--- config.mk ---
export PLATFORM = sky130hd
export DESIGN_NAME = reg_file
export DESIGN_NICKNAME = d
export VERILOG_FILES = /design/src/rtl/mips_pkg.sv /design/src/rtl/reg_file_rd_port.sv /design/src/rtl/reg_file.sv
export SDC_FILE = /design/constraint.sdc
export NUM_CORES = 2
export LEC_CHECK = 0
export CORE_MARGIN = 10
export CORE_UTILIZATION = 35
export DETAILED_ROUTE_END_ITERATION = 8
export PLACE_DENSITY = 0.53
export SKIP_LAST_GASP = 1
export SLEW_MARGIN = 25
export SYNTH_ARGS = -nofsm -noshare
export SYNTH_HDL_FRONTEND = slang
export SYNTH_SLANG_ARGS = --single-unit
--- constraint.sdc ---
create_clock -name clk -period 7.47 [get_ports clk]
set_clock_uncertainty 0.1 [all_clocks]
set_input_delay 1.494 -clock clk [delete_from_list [all_inputs] [get_ports clk]]
set_output_delay 1.494 -clock clk [all_outputs]
set_load 0.1 [all_outputs]
--- src/rtl/mips_pkg.sv ---
// Shared MIPS datapath definitions: register-file geometry, word types and
// the ALU operation encodings used by ALU control.
package mips_pkg;

  localparam int REG_W      = 32;
  localparam int REG_ADDR_W = 5;

  typedef logic [REG_ADDR_W-1:0] reg_addr_t;
  typedef logic [REG_W-1:0]      word_t;

  localparam reg_addr_t REG_ZERO = '0;

  // ALU operation encodings (consumed by ALU control and the ALU)
  localparam logic [3:0] ALU_AND = 4'b0000;
  localparam logic [3:0] ALU_OR  = 4'b0001;
  localparam logic [3:0] ALU_ADD = 4'b0010;
  localparam logic [3:0] ALU_SUB = 4'b0110;
  localparam logic [3:0] ALU_SLT = 4'b0111;
  localparam logic [3:0] ALU_NOR = 4'b1100;

endpackage

--- src/rtl/reg_file_rd_port.sv ---
// One combinational read port: $0 forced to zero, optional write-through
// bypass of the data being written this cycle.
module reg_file_rd_port
  import mips_pkg::*;
#(
  parameter int WIDTH  = REG_W,
  parameter int ADDR_W = REG_ADDR_W,
  parameter int BYPASS = 1
) (
  input  logic [ADDR_W-1:0] ra,
  input  logic [WIDTH-1:0]  mem_data,
  input  logic              we,
  input  logic [ADDR_W-1:0] wa,
  input  logic [WIDTH-1:0]  wd,
  input  logic              rst_n,
  output logic [WIDTH-1:0]  rd
);

  // Zero register wins, then bypass (never during reset), else stored value
  always_comb begin
    rd = mem_data;
    if (ra == '0) begin
      rd = '0;
    end else if ((BYPASS != 0) && rst_n && we && (ra == wa)) begin
      rd = wd;
    end
  end

endmodule

--- src/rtl/reg_file.sv ---
// MIPS general-purpose register file: two combinational read ports, one
// clocked write port, $0 hardwired to zero.
module reg_file
  import mips_pkg::*;
#(
  parameter int WIDTH  = REG_W,
  parameter int DEPTH  = 2 ** REG_ADDR_W,
  parameter int ADDR_W = $clog2(DEPTH),
  parameter int BYPASS = 1
) (
  input  logic              clk,
  input  logic              rst_n,
  input  logic [ADDR_W-1:0] ra1,
  input  logic [ADDR_W-1:0] ra2,
  output logic [WIDTH-1:0]  rd1,
  output logic [WIDTH-1:0]  rd2,
  input  logic              we,
  input  logic [ADDR_W-1:0] wa,
  input  logic [WIDTH-1:0]  wd
);

  // mem[i] holds architectural register i+1; register 0 has no storage
  logic [WIDTH-1:0] mem  [DEPTH-1];
  // Full address-indexed view with entry 0 tied to zero
  logic [WIDTH-1:0] view [DEPTH];

  // Reset clears every register and drops any concurrent write; writes to $0 vanish
  always_ff @(posedge clk) begin
    for (int i = 0; i < DEPTH - 1; i++) begin
      if (!rst_n) begin
        mem[i] <= '0;
      end else if (we && (wa == ADDR_W'(i + 1))) begin
        mem[i] <= wd;
      end
    end
  end

  // Build the address-indexed view used by both read ports
  always_comb begin
    view[0] = '0;
    for (int i = 1; i < DEPTH; i++) begin
      view[i] = mem[i-1];
    end
  end

  reg_file_rd_port #(
    .WIDTH  (WIDTH),
    .ADDR_W (ADDR_W),
    .BYPASS (BYPASS)
  ) u_rd_port1 (
    .ra       (ra1),
    .mem_data (view[ra1]),
    .we       (we),
    .wa       (wa),
    .wd       (wd),
    .rst_n    (rst_n),
    .rd       (rd1)
  );

  reg_file_rd_port #(
    .WIDTH  (WIDTH),
    .ADDR_W (ADDR_W),
    .BYPASS (BYPASS)
  ) u_rd_port2 (
    .ra       (ra2),
    .mem_data (view[ra2]),
    .we       (we),
    .wa       (wa),
    .wd       (wd),
    .rst_n    (rst_n),
    .rd       (rd2)
  );

endmodule

==> impl_metrics.yaml <==
power:
  p_leak_nw: 21.6
  power.total_w: 0.0147
  power_density_nw_per_um2: 233
  vdd_drop_max_uv: 191
place:
  io_buffers: 113
  pre_cts_slack_ps: 935
  place_inst: 5887
  gp_congestion: 0.897
  dpl.hpwl_um: 141000
worst_setup_path:
  cp_slowest_cell: "nor3_1"
  required_ps: 5880
  path_max_fanout: 22
  slowest_delay_ps: 910
  path_cells: "clkdlybuf4s50_1 > nand2b_2 > nor4_1 > nor4_1 > nor3_1 > buf_12"
  path_class: "in -> out"
  crit_top_cell: "nor4_1"
  crit_buf_inv: 2
  crit_path_end_kind: "output pin"
  cp.arrival_ps: 5090
  start_kind: "input port"
  cp_top_family: "simple AND/OR/NAND/NOR gates"
final_layout:
  final_common_cell: "and2_1"
  multi_input_area_um2: 23300
  syn_to_final_growth_pct: 15.4
  layout-drive-gt1-share_pct: 25.5
  layout.area.seq_um2: 29800
  fill_cells: 14174
  nets: 4007
  largest-register: "mem"
  final_cell_mix: "and2_1 (995), edfxtp_1 (992), mux4_2 (338)"
  largest_reg_flops: 992
  fin_cells: 6104
  reg_top3: "mem (992)"
drt:
  vias: 37387
  post_drt_wl_per_cell_um: 36.8
  ant_nets: 0
  via_per_inst: 6.13
  drc_errors: 0
  dr.first_iter.drc_count: 5171
  routed_wl_um: 224000
  drt_first_pass_iters: 5
synthesis:
  synth_top_family_by_area: "multiplexers"
  synth_nets: 4002
  synthArstFlopShare_pct: 0
  synth-simple-area-share_pct: 15.3
  synth_seq_area_share_pct: 54.5
  yosys.area_share.adder_pct: 0
  syn_inst: 3952
  synth_cell_types: 61
  synth_xor_area_share_pct: 0.128
  synth_compound_area_share_pct: 5.80
  synth-seq-cells: 992
  syn_avg_cell_area_um2: 13.8
  synth-edff-count: 992
  muxShareOfSynthArea_pct: 20.4
  yosysWarningCount: 0
  ys.flop_type: "edfxtp_1"
  syn_area_um2: 54600
clock_tree:
  cts_tree: "done"
  clockBufferDepth: 3
  cts_resized: 0
  cts_root_buf: "clkbuf_16"
  numCtsBuffers: 112
  clk_pin_slew_worst_paths_ps: 60
  htreeDepth: 3
  cts_setup_buffers: 0
  clock_sinks: 992
  hold_buffers: 0
run:
  drv_cap: 0
global_routing:
  grt_max_degree: 84
  grt-ovfl-total: 0
  antenna_found_initial: 27
  grt_pass1_wl_um: 309000
  grt_pass1_vias: 37351
  grt_usage_pct: 25.3
timing:
  worst_slew_pin_slew_ps: 1170
  hold_viol_final: 0
  hold_ws_ps: 1330
  setup_slack_ps: 782
  period_needed_ps: 6690
  relSlewSlack_pct: 21.7
  setup-tns-final_ps: 0
  max_freq_ghz: 0.150
  slew_viol_final: 0
  finalSetupViolations: 0
  post-route-period-util_pct: 89.5
  rsz0062_at_grt: "false"
floorplan:
  placementRows: 144
  die_height_um: 415
  io_pins: 114
  dieArea_um2: 172000
  die_w_um: 415
  core_area_um2: 155000
  initial_utilization_pct: 35.3
outcome:
  status: "finished clean"
hold_path:
  hold_class: "in -> reg"
-- routing by layer --
metal	track usage (%)	part of all wire [%]	vias to the layer above
met5	0	0.021	-
met4	12.8	6.0	6
met3	5.67	9.8	561
met2	39.7	45	2370
met1	32.9	39	19351
li1	-	-	15099
-- stage by stage --
stage               util (%)  area [um2]
finish                  40.8       63000
global route            40.8       63000
CTS                     40.8       63000
detailed placement      38.4       59400
global placement        38.3       59200
floorplan                  -       54600
-- layout make-up --
| type | instances | share of cell area (%) |
|---|---|---|
| diodes | 8 | 0.0318 |
| clock buffers | 132 | 4.56 |
| clock inverters | 77 | 1.16 |
| inverters | 3 | 0.0179 |
| multi-input cells | 2534 | 37.0 |
| flip-flops and latches | 992 | 47.2 |
| well taps | 2044 | 4.06 |
| repair buffers | 314 | 5.90 |
-- synth_stat cells, types with 33 or more instances --
master	n	share of area [%]
mux2_2	155	3.2
a21oi_1	62	0.57
mux4_2	338	14
and2_1	995	11
mux2i_1	170	3.1
o22ai_1	110	1.3
nand2_1	95	0.65
edfxtp_1	992	55
nor3_1	49	0.45
buf_4	33	0.45
o21ai_0	69	0.63
a22oi_1	69	0.95
clkbuf_1	267	1.8
nor2_1	95	0.65
nand3_1	39	0.36
buf_2	84	0.77
-- cell families (layout without fill, tap and decap cells) --
kind of cell / count (synthesis) / count (layout)
AND/OR/NAND/NOR: 1393 / 1393
flip-flops: 992 / 992
multiplexers: 667 / 667
AO/OA/AOI/OAI: 466 / 466
buffers and inverters: 426 / 526
XOR/XNOR: 8 / 8
other: 0 / 8
-- power by group --
group / internal, W / switching, W / leakage (nW)
Sequential: 0.00644 / 0.000159 / 9.46
Combinational: 0.000898 / 0.00160 / 10.4
Clock: 0.00313 / 0.00244 / 1.76
Total: 0.0105 / 0.00420 / 21.6
-- final timing paths --
| kind | startpoint | end | cells after the start |
|---|---|---|---|
| max | ra1[3] | rd1[20] | 6 |
| min | wd[17] | mem[0][145] | 2 |
Note: power is estimated with default switching activity, not from simulation.
